<file path="src/rtl/mem_sram_arbiter.sv">
// mem_sram_arbiter
//
// Shares one SRAM-like port between the instruction-fetch requester and the
// memory-stage data requester. Each access is a two-phase transaction
// (address, then data). Completed results are held until the pipeline is
// released, and `stall` freezes the pipeline while any request is unserved.
//
// Build option:
//   ARB_DATA_PRIO_EN  defined: data requester wins a simultaneous request.
//                     undefined: instruction requester wins.
//
// Ports:
//   clk, reset                  pipeline clock, synchronous active-high reset
//   inst_req/addr               fetch request (held until stall=0)
//   inst_rdata/valid            fetched word, held while inst_valid
//   data_req/wr/size/addr/wdata load/store request (held until stall=0)
//   data_rdata/valid            load data, held while data_valid
//   sram_req/wr/size/addr/wdata memory request fields, stable until accepted
//   sram_addr_ok                request accepted this cycle
//   sram_data_ok, sram_rdata    response this cycle (read data or write ack)
//   stall                       freeze all pipeline registers

module mem_sram_arbiter #(
  parameter int unsigned ADDR_W = 32
) (
  input  logic              clk,
  input  logic              reset,
  input  logic              inst_req,
  input  logic [ADDR_W-1:0] inst_addr,
  output logic [31:0]       inst_rdata,
  output logic              inst_valid,
  input  logic              data_req,
  input  logic              data_wr,
  input  logic [1:0]        data_size,
  input  logic [ADDR_W-1:0] data_addr,
  input  logic [31:0]       data_wdata,
  output logic [31:0]       data_rdata,
  output logic              data_valid,
  output logic              sram_req,
  output logic              sram_wr,
  output logic [1:0]        sram_size,
  output logic [ADDR_W-1:0] sram_addr,
  output logic [31:0]       sram_wdata,
  input  logic              sram_addr_ok,
  input  logic              sram_data_ok,
  input  logic [31:0]       sram_rdata,
  output logic              stall
);

  typedef enum logic [1:0] {StIdle, StAddr, StWait} state_e;

  state_e            state_q, state_d;
  logic              owner_q, owner_d;  // 1 = data requester owns the transaction
  logic              wr_q, wr_d;
  logic [1:0]        size_q, size_d;
  logic [ADDR_W-1:0] addr_q, addr_d;
  logic [31:0]       wdata_q, wdata_d;
  logic              inst_done_q, inst_done_d;
  logic              data_done_q, data_done_d;
  logic [31:0]       inst_rdata_q, inst_rdata_d;
  logic [31:0]       data_rdata_q, data_rdata_d;

  logic inst_pend, data_pend, pick_data, complete;

  assign inst_pend = inst_req & ~inst_done_q;
  assign data_pend = data_req & ~data_done_q;
  assign stall     = inst_pend | data_pend;

`ifdef ARB_DATA_PRIO_EN
  assign pick_data = data_pend;
`else
  assign pick_data = data_pend & ~inst_pend;
`endif

  always_comb begin
    state_d      = state_q;
    owner_d      = owner_q;
    wr_d         = wr_q;
    size_d       = size_q;
    addr_d       = addr_q;
    wdata_d      = wdata_q;
    inst_done_d  = inst_done_q;
    data_done_d  = data_done_q;
    inst_rdata_d = inst_rdata_q;
    data_rdata_d = data_rdata_q;
    complete     = 1'b0;
    sram_req     = 1'b0;

    case (state_q)
      StIdle: begin
        if (inst_pend || data_pend) begin
          owner_d = pick_data;
          state_d = StAddr;
          if (pick_data) begin
            wr_d    = data_wr;
            size_d  = data_size;
            addr_d  = data_addr;
            wdata_d = data_wdata;
          end else begin
            wr_d    = 1'b0;
            size_d  = 2'd2;
            addr_d  = inst_addr;
            wdata_d = '0;
          end
        end
      end
      StAddr: begin
        sram_req = 1'b1;
        if (sram_addr_ok) begin
          if (sram_data_ok) begin
            complete = 1'b1;
            state_d  = StIdle;
          end else begin
            state_d = StWait;
          end
        end
      end
      StWait: begin
        if (sram_data_ok) begin
          complete = 1'b1;
          state_d  = StIdle;
        end
      end
      default: state_d = StIdle;
    endcase

    // Pipeline advanced this cycle: results have been consumed.
    if (!stall) begin
      inst_done_d = 1'b0;
      data_done_d = 1'b0;
    end

    if (complete) begin
      if (owner_q) begin
        data_done_d = 1'b1;
        if (!wr_q) data_rdata_d = sram_rdata;
      end else begin
        inst_done_d  = 1'b1;
        inst_rdata_d = sram_rdata;
      end
    end
  end

  always_ff @(posedge clk) begin
    if (reset) begin
      state_q      <= StIdle;
      owner_q      <= 1'b0;
      wr_q         <= 1'b0;
      size_q       <= 2'd0;
      addr_q       <= '0;
      wdata_q      <= '0;
      inst_done_q  <= 1'b0;
      data_done_q  <= 1'b0;
      inst_rdata_q <= '0;
      data_rdata_q <= '0;
    end else begin
      state_q      <= state_d;
      owner_q      <= owner_d;
      wr_q         <= wr_d;
      size_q       <= size_d;
      addr_q       <= addr_d;
      wdata_q      <= wdata_d;
      inst_done_q  <= inst_done_d;
      data_done_q  <= data_done_d;
      inst_rdata_q <= inst_rdata_d;
      data_rdata_q <= data_rdata_d;
    end
  end

  assign sram_wr    = wr_q;
  assign sram_size  = size_q;
  assign sram_addr  = addr_q;
  assign sram_wdata = wdata_q;
  assign inst_rdata = inst_rdata_q;
  assign data_rdata = data_rdata_q;
  assign inst_valid = inst_done_q;
  assign data_valid = data_done_q;

endmodule

</file>
<file path="config.mk">
export PLATFORM = sky130hd
export DESIGN_NAME = mem_sram_arbiter
export DESIGN_NICKNAME = d
export VERILOG_FILES = /design/src/rtl/mem_sram_arbiter.sv
export SDC_FILE = /design/constraint.sdc
export NUM_CORES = 1
export LEC_CHECK = 0
export ABC_AREA = 1
export CAP_MARGIN = 20
export CORE_UTILIZATION = 42
export DETAILED_ROUTE_END_ITERATION = 16
export PLACE_DENSITY = 0.9
export SETUP_SLACK_MARGIN = 0.15
export SYNTH_ARGS = -nofsm -noshare
export SYNTH_HDL_FRONTEND = slang
export SYNTH_SLANG_ARGS = --single-unit
</file>
<file path="constraint.sdc">
create_clock -name clk -period 2 [get_ports clk]
set_input_delay 0.4 -clock clk [delete_from_list [all_inputs] [get_ports clk]]
set_output_delay 0.4 -clock clk [all_outputs]
set_load 0.1 [all_outputs]
</file>
* Yosys cells after proc, flatten, opt, wreduce, memory -nomap -nowiden
Index checks and enable logic that the tools add are counted.
** Word-level totals
- Register bits :: 136
- Bits of input ports :: 137
- Output and inout bits :: 135
- Word-level logic and storage cells :: 49
** Cells by class
- Eq/ne operators :: 5
- Muxes and demuxes :: 19
- Bitwise gates (word level) :: 9
- Reduce and logical (&&, ||, !) cells :: 6
** Operator list (number)
- $mux W32 :: 2
- $mux W1 :: 10
- $mux W2 :: 5
- $ne A2 B2 Y1 const B :: 3
- $pmux W2 S3 :: 1
- $reduce_and A3 Y1 :: 2
- $not A1 Y1 :: 5
- $reduce_and A2 Y1 :: 2
- $and A1 B1 Y1 :: 3
- $eq A2 B1 Y1 const B :: 1
- $eq A2 B2 Y1 const B :: 1
- $logic_not A2 Y1 :: 1
- $pmux W1 S2 :: 1
- $logic_or A1 B1 Y1 :: 1
- $or A1 B1 Y1 :: 1

* Logic depth before layout (Yosys ltp)
- Depth after elaboration :: 6
- Gate-level depth with buffers :: 10
- Depth with buffers taken out :: 8

* Worst setup path after synthesis
OpenSTA, ideal clock, no wires.
- Kind :: reg-to-reg
- Start point :: register state_q[1]
- End point :: register inst_rdata_q[22], in the netlist inst_rdata[22]
- Setup time :: 0.113 ns
- Arrival time :: 2.019 ns
- Required time :: 1.887 ns
- Setup slack :: -0.132 ns
- Stages on the path, launching flop included :: 10
- Clock period less this slack :: 2.132 ns
- Cell sequence :: dfxtp_1 inv_1 ha_1 nand2_1 nand2_2 nand3b_1 buf_4 buf_2 nor2_1 nor2_1
** On the way
- Word-level cells in the longest chain between the ends :: 3
** RTL lines
- start, declared :: line 52 : state_e state_q, state_d;
- start signal, assigned :: line 146 : state_q <= StIdle;
- start signal, assigned :: line 157 : state_q <= state_d;
- $eq A2 B2 Y1 or $eq A2 B1 Y1 (tied branches) :: line 89 : case (state_q)
- $pmux W1 S2 (*) :: line 89
- $reduce_and A2 Y1 (no line) (*)
- end signal, assigned :: line 165 : inst_rdata_q <= inst_rdata_d;
- end, declared :: line 60 : logic [31:0] inst_rdata_q, inst_rdata_d;
Every way passes the cells marked *; elsewhere a longest branch is shown, timed or not.
A chain may end at the register's enable or synchronous reset.

* Worst setup path in the final report
- Start point :: input port inst_req
- End point :: output port stall
** On the way
- Word-level cells in the longest chain between the ends :: 2
** RTL lines
- start, declared :: line 28 : input logic inst_req,
- $and A1 B1 Y1 :: line 65 : assign inst_pend = inst_req & ~inst_done_q;
- $or A1 B1 Y1 :: line 67 : assign stall = inst_pend | data_pend;
- end, declared :: line 47 : output logic stall
No other way between the ends.

==> out/qor.yml <==
setup_path:
  cp-start-kind: "input pin"
  critPathCaptureType: "primary output"
  cp_data_arrival_time_ns: 1.30
  r2r_cells: 9
  rrSetupSlack_ns: 0.35
  rr_endpoint: "inst_rdata[19]"
  timing.rr.start: "state_q[0]"
  required_ns: 1.60
  worstSetupPathType: "input pin to primary output"
  crit_path_max_fanout: 3
clocking:
  clock_sinks: 136
  cts_hold_repair.buffers: 0
  clk_latency_ns: 0.41
  clk_path_buf_depth: 2
  cts_buffers: 17
  cts-resized-gates: 0
  cts_root_buf: "clkbuf_16"
  post_cts_buffers: 0
  htree_levels: 4
  clkTransAtPathRegs_ns: 0.05
  cts_tree: "done"
sta:
  slew_headroom_pct: 62.5
  setup_tns_ns: 0
  final-setup-viol-count: 0
  fin_skew_ns: 0.00706
  rsz0062_at_grt: "no"
  period_share_pct: 84.8
  max_freq_ghz: 0.590
  post-route-min-period_ns: 1.70
  hold_violations: 0
  worst_slew_pin_slew_ns: 0.563
  maxSlewViolCount: 0
final_layout:
  multi_input_area_sq_um: 2390
  antenna-diode-count: 0
  final_area_sq_um: 9090
  final_nets: 1280
  areaGrowthSynthToFinish_pct: 53.7
  drive_gt1_share_pct: 18.7
  fill_cells: 1147
  post_layout_nonfiller_instances: 1327
  area.sequential_sq_um: 2730
  final_util_pct: 67.3
die:
  fp.dieH_um: 121
  fp.dieW_um: 121
  core_sq_um: 13500
  dieArea_sq_um: 14600
  initial_core_util_pct: 43.8
  io-pin-count: 272
  num_rows: 42
placed_design:
  hpwl_um: 11600
  port_buffers: 271
  dp_cells: 1297
  dpl_cell_area_sq_um: 8450
  gp_congestion: 0.799
global_route:
  grt-ovfl-total: 0
  antenna_found_initial: 0
  grt_usage_pct: 22.9
  grt_max_degree: 67
  grt_pass1_vias: 5497
  grt_first_pass_wirelength_um: 25900
job:
  cap_violations: 0
yosys:
  synth_top_cells_by_area: "dfxtp_1, nand2_1, inv_1"
  syn_area_sq_um: 5910
  synth_seq_cells: 136
  synth_warnings: 0
  syn_inst: 884
  yosysUniqueCellTypes: 21
  synth_area_per_cell_sq_um: 6.69
  synth_seq_area_share_pct: 46.1
  yosysTopAreaCell: "dfxtp_1"
  synthesis.nets: 1024
  synth_top_area_share_pct: 46.1
route:
  wl_per_cell_um: 12.3
  ant_nets: 0
  vias: 5968
  dr.pass1.iters: 4
  dr.first_iter.drc_count: 364
  wl_um: 16400
  drt-vias-per-instance: 4.50
  post-route-drc-count: 0
power:
  ir_drop_uv: 551
  leakagePower_nw: 4.65
  power.density_nw_per_um2: 1140
hold_path:
  hp-class: "register to register"
  min_to: "sram_wdata[27]"
  min_from: "sram_wdata[27]"
  whs_path_depth: 2
outcome:
  status: "finished clean"
kinds of logic (layout without fill, tap and decap cells):
kind of cell / Yosys count / count (layout) / synth area share (%)
and+or+nand+nor: 483 / 483 / 33.0
AOI/OAI and AO/OA: 72 / 72 / 6.73
adders and majority gates: 3 / 3 / 0.635
buffers and inverters: 190 / 457 / 13.6
DFF: 136 / 136 / 46.1
routing by layer:
layer | wire length [um] | track usage, %
met4 | 422 | 10.5
met5 | 0 | 0
met1 | 6450 | 24.6
met2 | 8200 | 40.7
met3 | 1310 | 7.12
state kept, by name (all words and copies together) (netlist names), 2 cells and up:
register and cells:
sram_wdata 32, state_q 2, sram_size 2, data_rdata 32, inst_rdata 32, sram_addr 32
power breakdown:
group / internal, W / switching (W) / total [W] / leakage, nW
clock network: 0.00224 / 0.00110 / 0.00334 / 0.316
logic: 0.000972 / 0.00286 / 0.00384 / 3.22
registers: 0.00299 / 0.000150 / 0.00314 / 1.11
worst max-delay path by stage:
stage               cells past startpoint  startpoint  slack (ns)              to
finish                                  4    inst_req        0.30           stall
global route                            9  state_q[1]        0.21  inst_rdata[19]
CTS                                     4    inst_req        0.30           stall
detailed placement                      9    inst_req        0.20    sram_addr[0]
global placement                        7    data_req        0.24    sram_size[1]
floorplan                               9  state_q[1]        0.20  inst_rdata[22]
final cells by class:
cell class / instances / share of cell area (%)
timing repair buffer: 284 / 28.4
tap: 176 / 2.42
inverter: 143 / 5.91
sequential: 136 / 30.0
multi-input combinational: 558 / 26.3
clock inverter: 7 / 1.53
clock buffer: 23 / 5.48
placed cells by master, fill, tap and decap left out, drive strengths merged:
master / Yosys / final
clkbuf: 10 / 23
clkinv: 0 / 2
nand4: 1 / 1
nand3b: 1 / 1
ha: 3 / 3
dfxtp: 136 / 136
inv: 143 / 144
bufinv: 0 / 4
nor2: 134 / 134
a21oi: 71 / 71
nand2: 311 / 311
o21ai: 1 / 1
clkdlybuf4s50: 0 / 135
nand3: 36 / 36
buf: 37 / 149
cells in the mapped netlist (all sizes together):
master  count
o21ai       1
ha          3
nand3      36
nand4       1
nand2     311
inv       143
nand3b      1
clkbuf     10
a21oi      71
nor2      134
dfxtp     136
buf        37
worst max-delay path: stages:
cell and delay [ns]:
clkdlybuf4s50_1 0.53, nand2_4 0.08, nand2_4 0.10, buf_12 0.18
metrics by stage:
step	total power [W]	setup WS (ns)	hold WS, ns
2_1_floorplan	0.00608	0.198	0.459
3_3_place_gp	0.00699	0.235	0.453
3_5_place_dp	0.00703	0.200	0.455
4_1_cts	0.0104	0.299	0.443
5_1_grt	0.0108	0.209	0.465
6_report	0.0103	0.305	0.462
Power figures use the tool's default switching activity.
